File: src/rtl/seg7_scan_encoder.sv
`default_nettype none
// ============================================================================
//  Module      : seg7_scan_encoder
//  Description : Drives a multiplexed, active-low 7-segment display from a
//                packed vector of hex digits. Digits are scanned round-robin
//                with a programmable dwell and a one-cycle blank guard between
//                digits. New values arrive through a valid/ready handshake and
//                only take effect at frame boundaries.
//  Revision    : 1.0 - initial release
// ============================================================================
module seg7_scan_encoder #(
    parameter int NUM_DIGITS = 4,
    parameter int PRESCALE   = 1000,
    parameter int CNT_W      = 16
) (
    input  logic                    clock,
    input  logic                    reset_n,
    input  logic                    enable,
    input  logic                    lz_en,
    input  logic                    load_valid,
    output logic                    load_ready,
    input  logic [4*NUM_DIGITS-1:0] load_data,
    output logic [6:0]              seg_n,
    output logic [NUM_DIGITS-1:0]   dig_n,
    output logic                    frame_start
);

    localparam int DATA_W = 4 * NUM_DIGITS;
    localparam int IDX_W  = (NUM_DIGITS > 1) ? $clog2(NUM_DIGITS) : 1;

    localparam logic [CNT_W-1:0]      c_cnt_last  = CNT_W'(PRESCALE - 1);
    localparam logic [IDX_W-1:0]      c_idx_last  = IDX_W'(NUM_DIGITS - 1);
    localparam logic [6:0]            c_seg_blank = 7'h7F;
    localparam logic [NUM_DIGITS-1:0] c_dig_off   = '1;
    localparam logic [NUM_DIGITS-1:0] c_dig_one   = NUM_DIGITS'(1);

    typedef enum logic [0:0] {
        ST_BLANK = 1'b0,
        ST_SCAN  = 1'b1
    } state_t;

    // ------------------------------------------------------------------
    // Registers
    // ------------------------------------------------------------------
    state_t              r_state;
    logic [CNT_W-1:0]    r_cnt;
    logic [IDX_W-1:0]    r_idx;
    logic [6:0]          r_seg_n;
    logic [NUM_DIGITS-1:0] r_dig_n;
    logic                r_frame_start;
    logic [DATA_W-1:0]   r_display;
    logic [DATA_W-1:0]   r_pending;
    logic                r_pend_v;
    logic                r_load_ready;
    logic                r_loaded;      // display has been committed since reset

    // ------------------------------------------------------------------
    // Combinational signals
    // ------------------------------------------------------------------
    state_t              w_state_nxt;
    logic [CNT_W-1:0]    w_cnt_nxt;
    logic [IDX_W-1:0]    w_idx_nxt;
    logic [6:0]          w_seg_nxt;
    logic [NUM_DIGITS-1:0] w_dig_nxt;
    logic                w_fs_nxt;

    logic [IDX_W-1:0]    w_idx_inc;
    logic                w_dwell_end;
    logic                w_commit;
    logic [DATA_W-1:0]   w_disp_nxt;
    logic [IDX_W-1:0]    w_seg_idx;
    logic [3:0]          w_seg_nib;
    logic [6:0]          w_seg_enc;
    logic [NUM_DIGITS-1:0] w_suppress;

    // Hex nibble to active-low {g,f,e,d,c,b,a}
    function automatic logic [6:0] f_enc(input logic [3:0] nib);
        logic [6:0] seg;
        case (nib)
            4'h0:    seg = 7'b1000000;
            4'h1:    seg = 7'b1111001;
            4'h2:    seg = 7'b0100100;
            4'h3:    seg = 7'b0110000;
            4'h4:    seg = 7'b0011001;
            4'h5:    seg = 7'b0010010;
            4'h6:    seg = 7'b0000010;
            4'h7:    seg = 7'b1111000;
            4'h8:    seg = 7'b0000000;
            4'h9:    seg = 7'b0010000;
            4'hA:    seg = 7'b0001000;
            4'hB:    seg = 7'b0000011;
            4'hC:    seg = 7'b1000110;
            4'hD:    seg = 7'b0100001;
            4'hE:    seg = 7'b0000110;
            default: seg = 7'b0001110;   // F
        endcase
        return seg;
    endfunction

    // Dwell bookkeeping and the frame-boundary commit decision. The commit
    // happens either while blanked or on the edge where the index wraps to 0,
    // so a frame is always drawn from one consistent display value.
    always_comb begin
        w_idx_inc   = (r_idx == c_idx_last) ? '0 : r_idx + 1'b1;
        w_dwell_end = (r_state == ST_SCAN) && enable && (r_cnt == c_cnt_last);
        w_commit    = r_pend_v &&
                      ((r_state == ST_BLANK) || (w_dwell_end && (w_idx_inc == '0)));
        w_disp_nxt  = w_commit ? r_pending : r_display;
    end

    // A digit above position 0 is suppressed when it and every higher digit
    // are zero; digit 0 is always shown.
    genvar gi;
    for (gi = 0; gi < NUM_DIGITS; gi++) begin : g_lz
        if (gi == 0) begin : g_lsd
            assign w_suppress[gi] = 1'b0;
        end else begin : g_upper
            assign w_suppress[gi] = (w_disp_nxt[DATA_W-1:4*gi] == '0);
        end
    end

    // Segment pattern for the digit that will be shown after this edge
    // (digit 0 on scan entry, the next index while scanning).
    always_comb begin
        w_seg_idx = (r_state == ST_SCAN) ? w_idx_inc : '0;
        w_seg_nib = w_disp_nxt[{w_seg_idx, 2'b00} +: 4];
        w_seg_enc = (lz_en && w_suppress[w_seg_idx]) ? c_seg_blank : f_enc(w_seg_nib);
    end

    // Scan FSM next-state and output decode
    always_comb begin
        w_state_nxt = r_state;
        w_cnt_nxt   = r_cnt;
        w_idx_nxt   = r_idx;
        w_seg_nxt   = r_seg_n;
        w_dig_nxt   = r_dig_n;
        w_fs_nxt    = 1'b0;
        case (r_state)
            ST_BLANK: begin
                w_cnt_nxt = '0;
                w_idx_nxt = '0;
                w_seg_nxt = c_seg_blank;
                w_dig_nxt = c_dig_off;
                if (enable && r_loaded) begin
                    // Enter scanning with digit 0 preloaded behind a guard cycle
                    w_state_nxt = ST_SCAN;
                    w_seg_nxt   = w_seg_enc;
                end
            end
            ST_SCAN: begin
                if (!enable) begin
                    w_state_nxt = ST_BLANK;
                    w_cnt_nxt   = '0;
                    w_idx_nxt   = '0;
                    w_seg_nxt   = c_seg_blank;
                    w_dig_nxt   = c_dig_off;
                end else if (r_cnt == c_cnt_last) begin
                    // Advance digit; all selects off for one anti-ghost cycle
                    w_cnt_nxt = '0;
                    w_idx_nxt = w_idx_inc;
                    w_seg_nxt = w_seg_enc;
                    w_dig_nxt = c_dig_off;
                    w_fs_nxt  = (w_idx_inc == '0);
                end else begin
                    w_cnt_nxt = r_cnt + 1'b1;
                    if (r_cnt == '0) begin
                        w_dig_nxt = ~(c_dig_one << r_idx);
                    end
                end
            end
            default: begin
                w_state_nxt = ST_BLANK;
                w_seg_nxt   = c_seg_blank;
                w_dig_nxt   = c_dig_off;
            end
        endcase
    end

    // Scan state, counters and registered display outputs
    always_ff @(posedge clock or negedge reset_n) begin
        if (!reset_n) begin
            r_state       <= ST_BLANK;
            r_cnt         <= '0;
            r_idx         <= '0;
            r_seg_n       <= c_seg_blank;
            r_dig_n       <= c_dig_off;
            r_frame_start <= 1'b0;
        end else begin
            r_state       <= w_state_nxt;
            r_cnt         <= w_cnt_nxt;
            r_idx         <= w_idx_nxt;
            r_seg_n       <= w_seg_nxt;
            r_dig_n       <= w_dig_nxt;
            r_frame_start <= w_fs_nxt;
        end
    end

    // Load handshake: capture into pending, release ready after the commit.
    // A commit requires pend_v, which implies ready is low, so capture and
    // commit never coincide.
    always_ff @(posedge clock or negedge reset_n) begin
        if (!reset_n) begin
            r_display    <= '0;
            r_pending    <= '0;
            r_pend_v     <= 1'b0;
            r_load_ready <= 1'b1;
            r_loaded     <= 1'b0;
        end else if (w_commit) begin
            r_display    <= r_pending;
            r_pend_v     <= 1'b0;
            r_load_ready <= 1'b1;
            r_loaded     <= 1'b1;
        end else if (load_valid && r_load_ready) begin
            r_pending    <= load_data;
            r_pend_v     <= 1'b1;
            r_load_ready <= 1'b0;
        end
    end

    assign seg_n       = r_seg_n;
    assign dig_n       = r_dig_n;
    assign frame_start = r_frame_start;
    assign load_ready  = r_load_ready;

endmodule
`default_nettype wire

File: config.mk
export PLATFORM = sky130hd
export DESIGN_NAME = seg7_scan_encoder
export DESIGN_NICKNAME = d
export VERILOG_FILES = /design/src/rtl/seg7_scan_encoder.sv
export SDC_FILE = /design/constraint.sdc
export NUM_CORES = 1
export LEC_CHECK = 0
export ABC_AREA = 1
export CORE_UTILIZATION = 43
export CTS_CLUSTER_DIAMETER = 100
export DETAILED_ROUTE_END_ITERATION = 16
export MAX_ROUTING_LAYER = met4
export SETUP_SLACK_MARGIN = 0.3
export SYNTH_ARGS = -nofsm -noshare
export SYNTH_HDL_FRONTEND = slang
export SYNTH_SLANG_ARGS = --single-unit
File: constraint.sdc
create_clock -name clock -period 4.2 [get_ports clock]
set_input_delay 1.26 -clock clock [delete_from_list [all_inputs] [get_ports clock]]
set_output_delay 1.26 -clock clock [all_outputs]
set_load 0.02 [all_outputs]
==> results.sh <==
export IMPL_synth_mux_area_frac=0.04018
export IMPL_grt_use_total=0.1878
export IMPL_crit_path_max_incr_delay_ps=510
export IMPL_worst_path_buf_inv=6
export IMPL_clockBufferDepth=2
export IMPL_ys_top_cells_by_area="dfrtp_1 38%, nand2_1 9.4%, dfstp_2 9.0%"
export IMPL_status="finished, final reports clean"
export IMPL_yosysUniqueCellTypes=35
export IMPL_viasPerCell=4.871
export IMPL_path_class="in2reg"
export IMPL_synth_edf_count=0
export IMPL_n_antenna_cell=0
export IMPL_postCtsSetupBuffers=0
export IMPL_synth_main_ff_cell="dfrtp_1"
export IMPL_die_height_um=92.46
export IMPL_grt_ovfl_total=0
export IMPL_skew_ps=6.141
export IMPL_yosys_area_share_adder=0.04267
export IMPL_ys_ff_latch=66
export IMPL_utilization=0.5268
export IMPL_synth_warning_count=0
export IMPL_crit_fanout=24
export IMPL_final_cells=574
export IMPL_hold_class="reg2reg"
export IMPL_syn_inst=432
export IMPL_core_um2=7807
export IMPL_seq_area_um2=1667
export IMPL_post_dp_cell_area_um2=3930
export IMPL_synthXorXnorAreaFrac=0
export IMPL_max_slew_margin=0.5100
export IMPL_arrival_ps=3680
export IMPL_gp_congestion=0.8807
export IMPL_drive_gt1_frac=0.1462
export IMPL_syn_to_final_growth_pct=16.89
export IMPL_tightest_slew_ps=735.0
export IMPL_die_w_um=92.46
export IMPL_startpoint_type="primary input"
export IMPL_multi_input_area_um2=1514
export IMPL_cts_hold_repair_buffers=0
export IMPL_grt_max_degree=40
export IMPL_final_min_clock_period_ps=3419
export IMPL_rows=32
export IMPL_dpl_hpwl_um=5076
export IMPL_leakage_nw=2.020
export IMPL_synth_avg_cell_area_um2=8.144
export IMPL_max_cap_violations=0
export IMPL_place_inst=559
export IMPL_wl_per_cell_um=12.16
export IMPL_fin_area_um2=4113
export IMPL_fin_tns_setup_ps=0
export IMPL_grt_first_pass_wirelength_um=12250
export IMPL_critPathRequiredTime_ps=4460
export IMPL_synth_cell_area_um2=3518
export IMPL_crit_chain="clkdlybuf4s50_1, nand2_1, inv_1, nand3_2, nand2_4, nand2_4, nand2_1, nand3_1, nand2_1, inv_1, nand2_1, inv_2, ha_1, inv_1, nand3_1, nand3_1, nand2_1, inv_1, a21oi_2"
export IMPL_port_buffers=33
export IMPL_layout_nets=501
export IMPL_fmax_mhz=292.5
export IMPL_htreeDepth=3
export IMPL_async_flop_share=1.000
export IMPL_synthTopCellsByCount="88 x nand2_1, 62 x inv_1, 54 x dfrtp_1"
export IMPL_ant_nets=0
export IMPL_vias=2796
export IMPL_drc=0
export IMPL_power_density_nw_per_um2=539.7
export IMPL_synth_top_family_by_area="simple AND/OR/NAND/NOR gates"
export IMPL_crit_top_cell="nand2_1"
export IMPL_grt_setup_unrepaired="false"
export IMPL_synth_most_common_cell="nand2_1"
export IMPL_tritoncts="done"
export IMPL_yosys_area_top_type="dfrtp_1"
export IMPL_fillers=775
export IMPL_start_util=0.4506
export IMPL_clock_sinks=66
export IMPL_pin_count=34
export IMPL_cts_resized=0
export IMPL_period_share=0.8139
export IMPL_synth_top_area_frac=0.3841
export IMPL_clk_insertion_delay_late_ps=340
export IMPL_cts_root_buf="clkbuf_8"
export IMPL_setup_viol=0
export IMPL_cts_made_buffers=9
export IMPL_ys_seq_area_frac=0.4737
export IMPL_critical_path_top_delay_family="simple AND/OR/NAND/NOR gates"
export IMPL_wirelength_um=6978
export IMPL_synth_compound_area_share=0.05583
export IMPL_cp_end_kind="register"
export IMPL_vdd_drop_max_v=0.0002833
export IMPL_path_clk_slew_ps=70
export IMPL_drtIter0Drc=124
export IMPL_crit_slowest_cell="clkdlybuf4s50_1"
export IMPL_drv_slew=0
export IMPL_die_area_um2=8548
export IMPL_yosys_area_share_simple=0.2916
export IMPL_syn_num_nets=465
export IMPL_antenna_found_initial=0
export IMPL_grt_pass1_vias=2654
export IMPL_timing_final_hold_violations=0
export IMPL_drtPass1Iterations=4
stage by stage:
| stage | worst slack (ps) | hold slack [ps] | power, mW |
|---|---|---|---|
| after global placement | 481.0 | 455.5 | 1.711 |
| after global routing | 436.0 | 496.2 | 2.395 |
| final | 781.5 | 477.2 | 2.220 |
| after detailed placement | 423.5 | 460.9 | 1.723 |
| after floorplan | 1368 | 435.0 | 1.520 |
| after CTS | 771.6 | 476.9 | 2.246 |
tightest hold or removal path: stages, from the launching register on:
cell	delay, ps
dfrtp_1	350
inv_1	40
nand2_1	60
per-layer routing:
layer | vias up | wire [µm] | global-route usage
li1 | 1441 | - | -
met1 | 1305 | 3608 | 0.2643
met2 | 48 | 3070 | 0.2642
met3 | 2 | 248 | 0.04351
met4 | 0 | 50 | 0.06771
met5 | - | 0 | -
cell type report:
| class | instances | share of cell area |
|---|---|---|
| clock inverter | 6 | 0.01430 |
| clock buffer | 9 | 0.03012 |
| timing repair buffer | 36 | 0.08762 |
| sequential | 66 | 0.4052 |
| inverter | 69 | 0.06358 |
| multi-input combinational | 286 | 0.3681 |
| tap | 102 | 0.03103 |
flip-flops by register name, summed over array words and instances (netlist names):
signal / flops
r_pending: 16
seg_n: 7
r_pend_v: 1
frame_start: 1
load_ready: 1
dig_n: 4
r_loaded: 1
r_display: 16
r_idx: 2
r_cnt: 16
r_state: 1
cells by family after synthesis:
kind of cell | Yosys count
buffers and inverters | 80
AOI/OAI and AO/OA | 36
DFF | 66
adders and majority gates | 12
muxes | 13
and+or+nand+nor | 225
cells in the final DEF (no fill, tap or decap), types with 2 or more instances in the layout:
master,netlist,routed
nor4_1,3,3
dfrtp_1,54,54
nor3_1,6,6
nor2_1,51,51
mux2_2,9,9
nand3_1,51,51
nand2_2,10,10
nor2_2,2,2
nand2_1,88,88
o21ai_0,7,7
clkbuf_8,0,9
inv_1,62,62
o21ai_1,2,2
buf_4,1,2
clkdlybuf4s50_1,0,32
nand2_4,3,3
clkinv_2,0,4
inv_2,5,5
nand3_2,4,4
nand4_1,2,2
ha_1,12,12
a211oi_1,2,2
nor3b_1,2,2
a21oi_1,21,21
dfstp_2,12,12
mux2i_1,4,4
power by group:
group	switching, mW	internal (mW)
sequential	0.119	0.837
clock	0.242	0.268
combinational	0.448	0.306
total	0.809	1.41
final timing paths:
path                                            from              endpoint  slack (ps)  cells past startpoint
worst min register to register  r_loaded$_DFFE_PN0N_  r_loaded$_DFFE_PN0N_         480                      2
max in group asynchronous                    reset_n  dig_n[3]$_DFFE_PN1P_        2540                      2
min in group asynchronous                    reset_n    r_cnt[4]$_DFF_PN0_         960                      1
worst max register to register    r_cnt[0]$_DFF_PN0_  seg_n[0]$_DFFE_PN1P_        1380                     21
worst max-delay path                          enable  seg_n[0]$_DFFE_PN1P_         780                     19
worst min-delay path            r_loaded$_DFFE_PN0N_  r_loaded$_DFFE_PN0N_         480                      2
(Power assumes the default switching activity.)
